[src/rtl/vga_pkg.sv]
// Shared VGA timing package: default 640x480@60 constants, total computation and RGB type.
// The pixel generator imports this package too.
package vga_pkg;

  localparam int DEF_CLK_DIV  = 4;
  localparam int DEF_H_ACTIVE = 640;
  localparam int DEF_H_FP     = 16;
  localparam int DEF_H_SYNC   = 96;
  localparam int DEF_H_BP     = 48;
  localparam int DEF_V_ACTIVE = 480;
  localparam int DEF_V_FP     = 10;
  localparam int DEF_V_SYNC   = 2;
  localparam int DEF_V_BP     = 33;

  localparam int CNT_W     = 10;
  localparam int MAX_TOTAL = 1 << CNT_W;

  typedef logic [11:0]      rgb12_t;
  typedef logic [CNT_W-1:0] cnt_t;

  function automatic int timing_total(input int active, input int fp, input int sync, input int bp);
    return active + fp + sync + bp;
  endfunction

endpackage

[src/rtl/vga_timing_gen_if.sv]
// Bundle between the timing generator, the pixel generator and the VGA connector.
// master = timing generator, slave = consumer (pixel generator / connector side).
interface vga_timing_gen_if;
  import vga_pkg::*;

  rgb12_t     pixel_in;
  cnt_t       h_cnt;
  cnt_t       v_cnt;
  logic       valid;
  logic       pclk_en;
  logic       frame_start;
  logic       hsync;
  logic       vsync;
  logic [3:0] vga_r;
  logic [3:0] vga_g;
  logic [3:0] vga_b;

  modport master (
    input  pixel_in,
    output h_cnt, v_cnt, valid, pclk_en, frame_start,
    output hsync, vsync, vga_r, vga_g, vga_b
  );

  modport slave (
    output pixel_in,
    input  h_cnt, v_cnt, valid, pclk_en, frame_start,
    input  hsync, vsync, vga_r, vga_g, vga_b
  );

endinterface

[src/rtl/pixel_clk_en.sv]
// Divides the system clock by CLK_DIV into a one-clk pixel strobe.
module pixel_clk_en #(
  parameter int CLK_DIV = 4
) (
  input  logic clk,
  input  logic rst,
  output logic pclk_en
);

  localparam int              DIV_W    = $clog2(CLK_DIV);
  localparam logic [DIV_W-1:0] DIV_LAST = DIV_W'(CLK_DIV - 1);

  logic [DIV_W-1:0] div_reg;

  always_ff @(posedge clk or posedge rst) begin
    if (rst) begin
      div_reg <= '0;
    end else if (div_reg == DIV_LAST) begin
      div_reg <= '0;
    end else begin
      div_reg <= div_reg + 1'b1;
    end
  end

  // Strobe is a decode of the divider, so it is low during reset (CLK_DIV >= 2).
  assign pclk_en = (div_reg == DIV_LAST);

endmodule

[src/rtl/vga_timing_gen.sv]
// VGA raster timing generator: scan counters, sync decode and blanked RGB to the connector.
// Define VGA_PIPE_ALIGN_EN to register syncs/RGB one pixel behind the counters.
module vga_timing_gen
  import vga_pkg::*;
#(
  parameter int CLK_DIV  = DEF_CLK_DIV,
  parameter int H_ACTIVE = DEF_H_ACTIVE,
  parameter int H_FP     = DEF_H_FP,
  parameter int H_SYNC   = DEF_H_SYNC,
  parameter int H_BP     = DEF_H_BP,
  parameter int V_ACTIVE = DEF_V_ACTIVE,
  parameter int V_FP     = DEF_V_FP,
  parameter int V_SYNC   = DEF_V_SYNC,
  parameter int V_BP     = DEF_V_BP,
  parameter bit SYNC_POL = 1'b0
) (
  input  logic             clk,
  input  logic             rst,
  vga_timing_gen_if.master bus
);

  localparam int H_TOTAL  = timing_total(H_ACTIVE, H_FP, H_SYNC, H_BP);
  localparam int V_TOTAL  = timing_total(V_ACTIVE, V_FP, V_SYNC, V_BP);
  localparam int HS_START = H_ACTIVE + H_FP;
  localparam int HS_END   = HS_START + H_SYNC;
  localparam int VS_START = V_ACTIVE + V_FP;
  localparam int VS_END   = VS_START + V_SYNC;

  generate
    if (H_TOTAL > MAX_TOTAL || V_TOTAL > MAX_TOTAL || CLK_DIV < 2) begin : g_bad_cfg
      $error("vga_timing_gen: totals must be <= %0d and CLK_DIV >= 2", MAX_TOTAL);
    end
  endgenerate

  logic   pclk_en;
  cnt_t   h_cnt_reg;
  cnt_t   v_cnt_reg;
  logic   h_last;
  logic   v_last;
  logic   valid_c;
  logic   hsync_c;
  logic   vsync_c;
  rgb12_t rgb_c;
  logic   hsync_out;
  logic   vsync_out;
  rgb12_t rgb_out;

  pixel_clk_en #(
    .CLK_DIV (CLK_DIV)
  ) u_pixel_clk_en (
    .clk     (clk),
    .rst     (rst),
    .pclk_en (pclk_en)
  );

  assign h_last = (h_cnt_reg == cnt_t'(H_TOTAL - 1));
  assign v_last = (v_cnt_reg == cnt_t'(V_TOTAL - 1));

  always_ff @(posedge clk or posedge rst) begin
    if (rst) begin
      h_cnt_reg <= '0;
      v_cnt_reg <= '0;
    end else if (pclk_en) begin
      if (h_last) begin
        h_cnt_reg <= '0;
        v_cnt_reg <= v_last ? '0 : v_cnt_reg + 1'b1;
      end else begin
        h_cnt_reg <= h_cnt_reg + 1'b1;
      end
    end
  end

  // Comparisons are done one bit wider so a sync window ending at 1024 still decodes.
  assign valid_c = ({1'b0, h_cnt_reg} < (CNT_W+1)'(H_ACTIVE)) &&
                   ({1'b0, v_cnt_reg} < (CNT_W+1)'(V_ACTIVE));
  assign hsync_c = (({1'b0, h_cnt_reg} >= (CNT_W+1)'(HS_START)) &&
                    ({1'b0, h_cnt_reg} <  (CNT_W+1)'(HS_END))) ? SYNC_POL : ~SYNC_POL;
  assign vsync_c = (({1'b0, v_cnt_reg} >= (CNT_W+1)'(VS_START)) &&
                    ({1'b0, v_cnt_reg} <  (CNT_W+1)'(VS_END))) ? SYNC_POL : ~SYNC_POL;

  genvar gi;
  generate
    for (gi = 0; gi < 3; gi++) begin : g_blank
      assign rgb_c[gi*4 +: 4] = valid_c ? bus.pixel_in[gi*4 +: 4] : 4'h0;
    end
  endgenerate

`ifdef VGA_PIPE_ALIGN_EN
  logic   hsync_reg;
  logic   vsync_reg;
  rgb12_t rgb_reg;

  // One pclk_en-enabled stage for syncs and colour keeps the connector outputs aligned.
  always_ff @(posedge clk or posedge rst) begin
    if (rst) begin
      hsync_reg <= ~SYNC_POL;
      vsync_reg <= ~SYNC_POL;
      rgb_reg   <= '0;
    end else if (pclk_en) begin
      hsync_reg <= hsync_c;
      vsync_reg <= vsync_c;
      rgb_reg   <= rgb_c;
    end
  end

  assign hsync_out = hsync_reg;
  assign vsync_out = vsync_reg;
  assign rgb_out   = rgb_reg;
`else
  assign hsync_out = hsync_c;
  assign vsync_out = vsync_c;
  assign rgb_out   = rgb_c;
`endif

  assign bus.h_cnt       = h_cnt_reg;
  assign bus.v_cnt       = v_cnt_reg;
  assign bus.valid       = valid_c;
  assign bus.pclk_en     = pclk_en;
  assign bus.frame_start = pclk_en && h_last && v_last;
  assign bus.hsync       = hsync_out;
  assign bus.vsync       = vsync_out;
  assign bus.vga_r       = rgb_out[11:8];
  assign bus.vga_g       = rgb_out[7:4];
  assign bus.vga_b       = rgb_out[3:0];

endmodule

[src/flat_wrapper.sv]
// flat-port wrapper written by rule: the top's interface ports become plain ports
module vga_timing_gen_flat import vga_pkg::*;
#(
  parameter int CLK_DIV  = DEF_CLK_DIV,
  parameter int H_ACTIVE = DEF_H_ACTIVE,
  parameter int H_FP     = DEF_H_FP,
  parameter int H_SYNC   = DEF_H_SYNC,
  parameter int H_BP     = DEF_H_BP,
  parameter int V_ACTIVE = DEF_V_ACTIVE,
  parameter int V_FP     = DEF_V_FP,
  parameter int V_SYNC   = DEF_V_SYNC,
  parameter int V_BP     = DEF_V_BP,
  parameter bit SYNC_POL = 1'b0
)
  (clk, rst, bus_pixel_in, bus_h_cnt, bus_v_cnt, bus_valid, bus_pclk_en, bus_frame_start, bus_hsync, bus_vsync, bus_vga_r, bus_vga_g, bus_vga_b);
  vga_timing_gen_if bus_i ();
  input  logic clk;
  input  logic rst;
  input wire logic [$bits(bus_i.pixel_in)-1:0] bus_pixel_in;
  output wire logic [$bits(bus_i.h_cnt)-1:0] bus_h_cnt;
  output wire logic [$bits(bus_i.v_cnt)-1:0] bus_v_cnt;
  output wire logic [$bits(bus_i.valid)-1:0] bus_valid;
  output wire logic [$bits(bus_i.pclk_en)-1:0] bus_pclk_en;
  output wire logic [$bits(bus_i.frame_start)-1:0] bus_frame_start;
  output wire logic [$bits(bus_i.hsync)-1:0] bus_hsync;
  output wire logic [$bits(bus_i.vsync)-1:0] bus_vsync;
  output wire logic [$bits(bus_i.vga_r)-1:0] bus_vga_r;
  output wire logic [$bits(bus_i.vga_g)-1:0] bus_vga_g;
  output wire logic [$bits(bus_i.vga_b)-1:0] bus_vga_b;
  assign bus_i.pixel_in = bus_pixel_in;
  assign bus_h_cnt = bus_i.h_cnt;
  assign bus_v_cnt = bus_i.v_cnt;
  assign bus_valid = bus_i.valid;
  assign bus_pclk_en = bus_i.pclk_en;
  assign bus_frame_start = bus_i.frame_start;
  assign bus_hsync = bus_i.hsync;
  assign bus_vsync = bus_i.vsync;
  assign bus_vga_r = bus_i.vga_r;
  assign bus_vga_g = bus_i.vga_g;
  assign bus_vga_b = bus_i.vga_b;
  vga_timing_gen #(.CLK_DIV(CLK_DIV), .H_ACTIVE(H_ACTIVE), .H_FP(H_FP), .H_SYNC(H_SYNC), .H_BP(H_BP), .V_ACTIVE(V_ACTIVE), .V_FP(V_FP), .V_SYNC(V_SYNC), .V_BP(V_BP), .SYNC_POL(SYNC_POL)) u_core (.clk(clk), .rst(rst), .bus(bus_i));
endmodule
[config.mk]
export PLATFORM = sky130hd
export DESIGN_NAME = vga_timing_gen_flat
export DESIGN_NICKNAME = d
export VERILOG_FILES = /design/src/rtl/vga_pkg.sv /design/src/rtl/vga_timing_gen_if.sv /design/src/rtl/pixel_clk_en.sv /design/src/rtl/vga_timing_gen.sv /design/src/flat_wrapper.sv
export SDC_FILE = /design/constraint.sdc
export NUM_CORES = 1
export LEC_CHECK = 0
export BUFFER_PORTS_ARGS = -buffer_cell sky130_fd_sc_hd__buf_2
export CAP_MARGIN = 20
export CORE_MARGIN = 4
export CORE_UTILIZATION = 50
export DETAILED_ROUTE_END_ITERATION = 10
export GPL_TIMING_DRIVEN = 0
export PLACE_DENSITY = 0.83
export SYNTH_ARGS = -nofsm -noshare
export SYNTH_HDL_FRONTEND = slang
export SYNTH_SLANG_ARGS = --single-unit
export TNS_END_PERCENT = 30
[constraint.sdc]
create_clock -name clk -period 3.3 [get_ports clk]
set_input_delay 0.66 -clock clk [delete_from_list [all_inputs] [get_ports clk]]
set_output_delay 0.66 -clock clk [all_outputs]
set_load 0.02 [all_outputs]
**Word-level counts from Yosys, hierarchy flattened**

Cells that the tools add are included.

- Bits in registers: 22
- Input port bits: 14
- Output and inout port bits: 37
- Logic and storage cells: 29

- $add $sub $neg: 3
- Magnitude comparators: 6
- Equal/unequal tests: 3
- Muxes and demuxes: 8
- Reductions and logical operators: 6

Operator list:

| kind | count |
|---|---|
| adder 10 x 1 -> 10 bit, second input constant | 2 |
| == test 10 bit, second input constant | 2 |
| less-than comparator 10 bit, second input constant | 2 |
| less-than comparator 10 x 9 -> 1 bit, second input constant | 2 |
| 2-to-1 mux 10 bit | 2 |
| 2-to-1 mux 4 bit | 3 |
| >= comparator 10 bit, second input constant | 1 |
| >= comparator 10 x 9 -> 1 bit, second input constant | 1 |
| logical AND 1 bit | 5 |
| adder 2 x 1 -> 2 bit, second input constant | 1 |
| == test 2 bit, second input constant | 1 |
| 2-to-1 mux 1 bit | 2 |
| 2-to-1 mux 2 bit | 1 |
| AND reduction 2 bit | 1 |

**Depth between registers and ports, before layout**

- Depth in word-level cells: 3
- Gate-level depth with buffers: 6

**Modules after synthesis**

A second synthesis with hierarchy kept.

- Cells, all modules: 132
- Area, all modules: 1248.7 um2

By module, submodules not included:

| module | instances | cells each | area each (um2) |
|---|---|---|---|
| vga_timing_gen | 1 | 127 | 1178.6 |
| pixel_clk_en | 1 | 5 | 70.1 |

**Worst setup path after synthesis**

OpenSTA, ideal clock, no wires.

- Path kind: reg2out
- Start: register u_core.u_pixel_clk_en.div_reg[0]
- End: output bus_frame_start
- Arrival: 1.751 ns
- Required time: 2.640 ns
- Slack: 0.889 ns
- Stages on the path, launching flop included: 5
- Cell sequence: dfrtp_1 > ha_1 > nand4_4 > or3_4 > nor2_1

- Longest elaborated chain between the ends: 3

Ends and longest elaborated chain:

| element | line | RTL |
|---|---|---|
| from (decl) | pixel_clk_en.sv:13 | `logic [DIV_W-1:0] div_reg;` |
| from (signal assigned) | pixel_clk_en.sv:21 | `div_reg <= div_reg + 1'b1;` |
| == test 2 bit | pixel_clk_en.sv:26 | `assign pclk_en = (div_reg == DIV_LAST);` |
| net bus_pclk_en | flat_wrapper.sv:23 | `output wire logic [$bits(bus_i.pclk_en)-1:0] bus_pclk_en;` |
| logical AND 1 bit (2 in a row) | vga_timing_gen.sv:119 | `assign bus.frame_start = pclk_en && h_last && v_last;` |
| to (decl) | flat_wrapper.sv:24 | `output wire logic [$bits(bus_i.frame_start)-1:0] bus_frame_start;` |

The timed path passes the listed nets, and every way through them passes these cells.

**Final worst setup path**

- Start: register u_core.u_pixel_clk_en.div_reg[0]
- End: output bus_frame_start

- Longest elaborated chain between the ends: 3

Ends and longest elaborated chain:

| element | line |
|---|---|
| == test 2 bit | pixel_clk_en.sv:26 |
| logical AND 1 bit (2 in a row) | vga_timing_gen.sv:119 |

No other way between the ends.

==> impl_metrics.env <==
export IMPL_status="finished clean"
export IMPL_grt_pass1_wl_um=5230
export IMPL_ios=51
export IMPL_max_freq_mhz=369.6
export IMPL_crit_type="reg2out"
export IMPL_min_period_ns=2.705
export IMPL_yosysSeqAreaShare_pct=43.39
export IMPL_cts_buffers=3
export IMPL_antenna_found_initial=0
export IMPL_tightest_slew_ns=0.8226
export IMPL_stdcell_area_um2=1590
export IMPL_p_per_area_nw_per_um2=286.1
export IMPL_overflow=0
export IMPL_drt_vias_per_instance=5.601
export IMPL_fin_util_pct=68.59
export IMPL_synth_top_cell_area_share_pct=43.39
export IMPL_setup_viol=0
export IMPL_path_cells="ha_1 -> nand4_4 -> or3_4 -> nor2_1 -> buf_2"
export IMPL_hold_buffers=0
export IMPL_postCtsSetupBuffers=0
export IMPL_mostFrequentLayoutCells="51 x buf_2, 22 x dfrtp_1, 15 x and2_1, 9 x nor2_1"
export IMPL_clock_latency_ns=0.31
export IMPL_grt_pass1_vias=1187
export IMPL_htreeDepth=1
export IMPL_syn_area_um2=1269
export IMPL_worstHoldPathCells=1
export IMPL_hold_path_class="reg2reg"
export IMPL_die_area_um2=3407
export IMPL_layout_commonest_cell="buf_2"
export IMPL_max_stage_delay_ns=0.48
export IMPL_clock_path_buffers=2
export IMPL_worstSetupEndpointType="output port"
export IMPL_die_w_um=58.37
export IMPL_required_ns=2.64
export IMPL_cts_repair_resized=0
export IMPL_crit_arrival_ns=2.05
export IMPL_synth_area_per_cell_um2=10.07
export IMPL_area_growth_syn_to_layout_pct=25.35
export IMPL_min_period_over_period_pct=81.98
export IMPL_synth_area_leaders="dfrtp_1 43%, and2_1 7.4%, xnor2_1 5.5%, ha_1 4.9%, nand3_1 3.2%"
export IMPL_rr_startpoint="u_core.u_pixel_clk_en.div_reg[0]"
export IMPL_finalHoldViolations=0
export IMPL_routabilityCongestion=0.8578
export IMPL_p_leak_uw=0.0008174
export IMPL_r2r_slack_ns=1.40
export IMPL_synth_cell_types=37
export IMPL_cts_tree="built"
export IMPL_num_vias=1165
export IMPL_coreArea_um2=2318
export IMPL_routed_wl_um=3094
export IMPL_numPortBuffers=50
export IMPL_ir_worst_vdd_v=0.0002796
export IMPL_drv_slew=0
export IMPL_ys_warnings_count=0
export IMPL_cap_violations=0
export IMPL_skew_ns=0.01318
export IMPL_clkTransAtPathRegs_ns=0.11
export IMPL_tns_ns=0
export IMPL_post_dp_cell_area_um2=1554
export IMPL_synth_seq_cells=22
export IMPL_layout_nets=200
export IMPL_slew_headroom_pct=45.10
export IMPL_min_to="u_core.u_pixel_clk_en.div_reg[0]"
export IMPL_holdCritStartpoint="u_core.u_pixel_clk_en.div_reg[0]"
export IMPL_wl_per_cell_um=14.88
export IMPL_yosys_area_top_type="dfrtp_1"
export IMPL_track_usage_pct=19.24
export IMPL_grt_max_degree=23
export IMPL_critPathLaunchType="flop"
export IMPL_numClockSinks=22
export IMPL_drc=0
export IMPL_drive_gt1_share_pct=35.00
export IMPL_ctsRootBufferMaster="clkbuf_4"
export IMPL_cp_slowest_cell="or3_4"
export IMPL_dp_hpwl_um=2430
export IMPL_start_util_pct=54.72
export IMPL_syn_num_nets=145
export IMPL_rsz0062_at_grt="no"
export IMPL_synthCells=126
export IMPL_rows=17
export IMPL_drt_iter0_markers=20
export IMPL_num_antenna_cells=0
export IMPL_firstDrtPassIters=4
export IMPL_rr_endpoint="u_core.bus.v_cnt[4]"
export IMPL_r2r_cells=5
export IMPL_ant_nets=0
export IMPL_worst_path_max_fanout=7
export IMPL_die_y_um=58.37
metrics by stage:
| step | worst slack [ns] | power (uW) | cells | hold slack (ns) |
|---|---|---|---|---|
| 2_1_floorplan | 0.8889 | 294.2 | 126 | 0.4031 |
| 6_report | 0.5945 | 455.0 | 208 | 0.4353 |
| 4_1_cts | 0.5647 | 458.3 | 208 | 0.4415 |
| 3_5_place_dp | 0.9268 | 310.5 | 204 | 0.4240 |
| 3_3_place_gp | 0.9605 | 309.4 | 204 | 0.4139 |
| 5_1_grt | 0.4259 | 475.1 | 208 | 0.4808 |
final cells by class:
cell class / instances / area (um^2)
tap: 28 / 35.03
buffer: 3 / 16.27
multi-input combinational: 95 / 679.4
inverter: 6 / 22.52
sequential: 22 / 550.5
timing repair buffer: 50 / 250.2
fill: 207 / 728.2
clock buffer: 4 / 36.28
synthesized netlist by cell type, drive strengths merged:
cell,instances
a21o,1
a21oi,2
a22oi,1
a31oi,2
and2,15
and3,4
and4,2
buf,2
clkbuf,1
dfrtp,22
ha,5
inv,6
mux2i,1
nand2,7
nand2b,1
nand3,8
nand4,6
nand4b,1
nand4bb,1
nor2,9
nor3,2
nor3b,2
nor4,1
nor4b,1
o21ai,6
o21bai,1
o31ai,1
o41ai,1
or2b,1
or3,1
or4,1
xnor2,8
xor2,3
worst max-delay path, delay by kind of cell, from the launching register on:
kind / cells / cell delay, ns
and+or+nand+nor: 3 / 0.83
DFF: 1 / 0.37
adders and majority gates: 1 / 0.36
buffers and inverters: 1 / 0.18
layer usage:
layer,up-vias,global-route usage [%],wire (um)
met5,-,0,0
met4,0,5.960,75
met3,11,3.509,216
met2,55,33.65,1546
met1,550,23.95,1256
li1,549,-,-
report_power, final:
part	total, uW	internal [uW]	switching [uW]
Clock	150	67.4	83.0
Sequential	270	270	0
Combinational	35.0	13.9	21.1
Total	455	351	104
logic make-up (layout without fill, tap and decap cells):
family | count (synthesis) | in the layout | synth area share (%)
AOI/OAI and AO/OA | 15 | 15 | 7.594
muxes | 1 | 1 | 0.7890
buffers and inverters | 9 | 63 | 3.057
xor gates and xnor gates | 11 | 11 | 7.594
and+or+nand+nor | 63 | 63 | 32.64
adders and majority gates | 5 | 5 | 4.931
DFF | 22 | 22 | 43.39
worst max path at each step:
stage | slack [ns] | endpoint | startpoint
2_1_floorplan | 0.89 | bus_frame_start | u_core.u_pixel_clk_en.div_reg[0]
3_3_place_gp | 0.96 | bus_frame_start | u_core.u_pixel_clk_en.div_reg[0]
3_5_place_dp | 0.93 | bus_frame_start | u_core.u_pixel_clk_en.div_reg[0]
4_1_cts | 0.56 | bus_frame_start | u_core.u_pixel_clk_en.div_reg[0]
5_1_grt | 0.43 | bus_frame_start | u_core.u_pixel_clk_en.div_reg[0]
6_report | 0.59 | bus_frame_start | u_core.u_pixel_clk_en.div_reg[0]
No activity file was read; power rests on OpenSTA's default activity.
